## config.mk

```make
export PLATFORM = sky130hd
export DESIGN_NAME = pip_skid_stage
export DESIGN_NICKNAME = d
export VERILOG_FILES = /design/src/rtl/pip_skid_stage.sv
export SDC_FILE = /design/constraint.sdc
export NUM_CORES = 1
export LEC_CHECK = 0
export CORE_MARGIN = 3
export CORE_UTILIZATION = 45
export CTS_CLUSTER_SIZE = 16
export DETAILED_ROUTE_END_ITERATION = 7
export GPL_ROUTABILITY_DRIVEN = 0
export PLACE_DENSITY = 0.85
export SLEW_MARGIN = 0
export SYNTH_ARGS = -nofsm -noshare
export SYNTH_HDL_FRONTEND = slang
export SYNTH_SLANG_ARGS = --single-unit
```

## constraint.sdc

```tcl
create_clock -name clk -period 2.3 [get_ports clk]
set_clock_uncertainty 0.1 [all_clocks]
set_input_delay 0.345 -clock clk [delete_from_list [all_inputs] [get_ports clk]]
set_output_delay 0.345 -clock clk [all_outputs]
set_load 0.01 [all_outputs]
```

## src/rtl/pip_skid_stage.sv

```systemverilog
// Two-entry pipeline skid stage: MAIN drives the outputs, SKID absorbs one beat
// of backpressure so in_ready can be a flop instead of a path from out_ready.
module pip_skid_stage #(
  parameter int DATA_W      = 64,
  parameter int CTRL_W      = 22,
  parameter bit ZERO_BUBBLE = 1'b1
) (
  input  logic              clk,
  input  logic              rst,
  input  logic              in_valid,
  output logic              in_ready,
  input  logic [DATA_W-1:0] in_data,
  input  logic [CTRL_W-1:0] in_ctrl,
  input  logic              discard,
  output logic              out_valid,
  input  logic              out_ready,
  output logic [DATA_W-1:0] out_data,
  output logic [CTRL_W-1:0] out_ctrl,
  output logic [1:0]        occupancy
);

  typedef enum logic [1:0] {
    S_EMPTY = 2'd0,
    S_ONE   = 2'd1,
    S_FULL  = 2'd2
  } state_t;

  state_t            r_state;
  logic              r_out_valid;
  logic              r_in_ready;
  logic [DATA_W-1:0] r_main_data;
  logic [CTRL_W-1:0] r_main_ctrl;
  logic [DATA_W-1:0] r_skid_data;
  logic [CTRL_W-1:0] r_skid_ctrl;

  logic w_accept;
  logic w_consume;

  assign w_accept  = in_valid & r_in_ready & ~discard;
  assign w_consume = r_out_valid & out_ready;

  // NOTE: every register here, payload included, gets <= so all of them
  // update from the same pre-edge values regardless of statement order.
  always_ff @(posedge clk) begin
    if (rst) begin
      // NOTE: payload is reset too, so out_data/out_ctrl read zero after reset
      // even when ZERO_BUBBLE=0.
      r_state     <= S_EMPTY;
      r_out_valid <= 1'b0;
      r_in_ready  <= 1'b1;
      r_main_data <= '0;
      r_main_ctrl <= '0;
      r_skid_data <= '0;
      r_skid_ctrl <= '0;
    end else if (discard) begin
      r_state     <= S_EMPTY;
      r_out_valid <= 1'b0;
      r_in_ready  <= 1'b1;
      if (ZERO_BUBBLE) begin
        r_main_data <= '0;
        r_main_ctrl <= '0;
        r_skid_data <= '0;
        r_skid_ctrl <= '0;
      end
    end else begin
      case (r_state)
        S_EMPTY: begin
          if (w_accept) begin
            r_state     <= S_ONE;
            r_out_valid <= 1'b1;
            r_main_data <= in_data;
            r_main_ctrl <= in_ctrl;
          end
        end
        S_ONE: begin
          if (w_accept && !w_consume) begin
            // MAIN is stalled, so the new beat parks in SKID and input closes.
            r_state     <= S_FULL;
            r_in_ready  <= 1'b0;
            r_skid_data <= in_data;
            r_skid_ctrl <= in_ctrl;
          end else if (w_accept) begin
            r_main_data <= in_data;
            r_main_ctrl <= in_ctrl;
          end else if (w_consume) begin
            r_state     <= S_EMPTY;
            r_out_valid <= 1'b0;
            if (ZERO_BUBBLE) begin
              r_main_data <= '0;
              r_main_ctrl <= '0;
            end
          end
        end
        S_FULL: begin
          if (w_consume) begin
            r_state     <= S_ONE;
            r_in_ready  <= 1'b1;
            r_main_data <= r_skid_data;
            r_main_ctrl <= r_skid_ctrl;
            if (ZERO_BUBBLE) begin
              r_skid_data <= '0;
              r_skid_ctrl <= '0;
            end
          end
        end
        default: begin
          r_state     <= S_EMPTY;
          r_out_valid <= 1'b0;
          r_in_ready  <= 1'b1;
        end
      endcase
    end
  end

  assign in_ready  = r_in_ready;
  assign out_valid = r_out_valid;
  assign out_data  = r_main_data;
  assign out_ctrl  = r_main_ctrl;
  assign occupancy = r_state;

endmodule
```

==> flow_summary.yaml <==
status:
  outcome: "completed"
min_path:
  hold_path_depth: 2
  min_path_type: "reg -> reg"
  min-delay-start: "r_skid_data[43]"
  whs_endpoint: "r_skid_data[43]"
route:
  drt_iter0_markers: 619
  viasPerCell: 5.680
  drc: 0
  drt-total-wl_um: 19610
  vias: 6691
  wl_per_cell_um: 16.65
  postRouteAntennaNets: 0
  firstDrtPassIters: 5
floorplan:
  core_area_um2: 15310
  num_rows: 45
  start_util: 0.4643
  die-height_um: 131.7
  die-area_um2: 17350
  die_x_um: 131.7
  ios: 181
critical_path:
  rr_worst_depth: 7
  crit_required_ns: 2.51
  r2r_end: "out_data[22]"
  r2r_setup_slack_ns: 0.15
  worstPathMaxFanout: 59
  criticalPathCategory: "reg -> reg"
  critPathLaunchType: "flop"
  cp.arrival_ns: 2.36
  crit-reg2reg-launch: "occupancy[0]"
  critical_path.endpoint_type: "flop"
synthesis:
  synth_fp_nets: 909
  synth_area_leaders: "dfxtp_1 50%, o21ai_0 12%, a221oi_2 8.4%"
  synth_commonest_cells: "176 x dfxtp_1, 168 x o21ai_0, 90 x nand2_1"
  async_flop_share: 0
  post-synth-top-count-cell: "dfxtp_1"
  syn-cell-area_um2: 7111
  avgSynthCellArea_um2: 8.735
  synth_top_cell_area_share: 0.4955
  yosysSeqAreaShare: 0.4955
  synth_flop_cell: "dfxtp_1"
  synthCells: 814
  ys_seq_elements: 176
  synth_edf_count: 0
  ys_warn_count: 0
  yosys.area.top_type: "dfxtp_1"
  synth_cell_type_count: 32
layout:
  syn2layout_area_growth_pct: 38.17
  drive_above_1_share: 0.1086
  fin_nets: 1049
  diodes: 0
  fill_cells: 1273
timing:
  fmax_mhz: 464.9
  setup_viol: 0
  whs_ns: 0.3732
  post-route-period-util: 0.9352
  drv_slew: 0
  tns_ns: 0
  worst_slew_pin_slew_ns: 0.4221
  hold_violations: 0
  rsz0062_at_grt: "false"
  worst_slack_ns: 0.1491
  relSlewSlack: 0.7186
  fin_crit_ns: 2.151
grt:
  grt_pass1_wl_um: 32320
  antenna_found_initial: 0
  grt_pass1_vias: 6386
  grt_overflow: 0
  grt_max_degree: 106
  track_usage: 0.2216
power_and_ir_drop:
  power_density_nw_per_um2: 719.7
  peakVddDrop_mv: 0.4899
  leakagePower_nw: 3.526
clock_tree:
  ctsHtreeMaxLevel: 4
  clock_latency_ns: 0.42
  cts_sinks: 176
  cts_buffer_depth: 2
  path_clk_slew_ns: 0.06
  post_cts_hold_buffer_count: 0
  post_cts_buffers: 0
  tritoncts: "built"
  numCtsBuffers: 17
  root_buffer: "clkbuf_16"
place:
  post-place-ws_ns: 0.07297
  numPortBuffers: 180
  dpl.hpwl_um: 12240
flow_run:
  maxCapViolCount: 0
-- flip-flops by register name, indices dropped and copies added, names as in the netlist --
register,count
r_skid_data,64
out_valid,1
occupancy,2
out_data,64
in_ready,1
r_skid_ctrl,22
out_ctrl,22
-- final cells by class --
cell class	count	area, um2	area share
inverter	3	11.26	0.001146
tap	211	264.0	0.02687
multi-input combinational	551	3247	0.3305
clock inverter	12	155.1	0.01579
clock buffer	20	456.7	0.04648
sequential	176	3526	0.3589
timing repair buffer	205	2165	0.2203
-- cells by family (layout without fill, tap and decap cells) --
family          Yosys count  count (layout)  share of synthesized area
simple gates            275             275                     0.1647
flops                   176             176                     0.4955
buf+inv                  87             240                    0.05472
compound gates          269             269                     0.2740
fa+ha+maj                 4               4                   0.007039
xor+xnor                  1               1                   0.001232
mux                       2               2                   0.002816
-- cells in the final DEF, fill, tap and decap left out, drive strengths merged, types with 2 or more instances in the layout --
cell type / count
a221oi: 86
and2: 2
buf: 25
bufinv: 3
clkbuf: 20
clkdlybuf4s50: 180
clkinv: 4
clkinvlp: 2
dfxtp: 176
ha: 4
inv: 6
mux2i: 2
nand2: 90
nand3: 86
nor2: 89
nor3: 2
o21ai: 175
-- how the worst max path moves through the flow --
stage	from	to	slack, ns	depth (start not counted)
6_report	occupancy[0]	out_data[22]	0.15	7
5_1_grt	occupancy[0]	out_data[21]	0.03	7
4_1_cts	occupancy[0]	out_data[34]	0.11	7
3_5_place_dp	discard	out_data[54]	0.07	7
3_3_place_gp	discard	out_data[44]	0.14	7
2_1_floorplan	occupancy[1]	out_ctrl[0]	0.12	9
-- through the flow --
stage	utilization	cell area, um2	power (W)	std cells
4_1_cts	0.6413	9822	0.007124	1178
3_5_place_dp	0.6014	9210	0.004153	1146
3_3_place_gp	0.6014	9210	0.004144	1146
6_report	0.6415	9824	0.007071	1178
2_1_floorplan	-	7111	0.003671	814
5_1_grt	0.6415	9824	0.007331	1178
-- metal layers --
layer  part of all wire  GRT usage
met5                  0          0
met4              0.032    0.09043
met2               0.47     0.3479
met1               0.44     0.2892
met3              0.059    0.06202
-- where the power goes --
part | internal (W) | switching (W) | leakage [nW]
Sequential | 0.00313 | 0.0000479 | 1.43
Clock | 0.00177 | 0.00121 | 0.297
Combinational | 0.000444 | 0.000467 | 1.80
Total | 0.00535 | 0.00172 | 3.53
-- repair_timing --
item | CTS | global route
endpoints found under the setup margin | 0 | 19
resized for setup | 0 | 2
hold endpoints to repair | 0 | 0
-- critical path, cell delays in order (launching register included) --
cell and delay [ns]:
dfxtp_2 0.37, inv_1 0.07, ha_1 0.20, or3b_1 0.44, a22o_4 0.27, buf_12 0.18
a221oi_1 0.27, nor2_1 0.09
No activity file was read; power rests on OpenSTA's default activity.
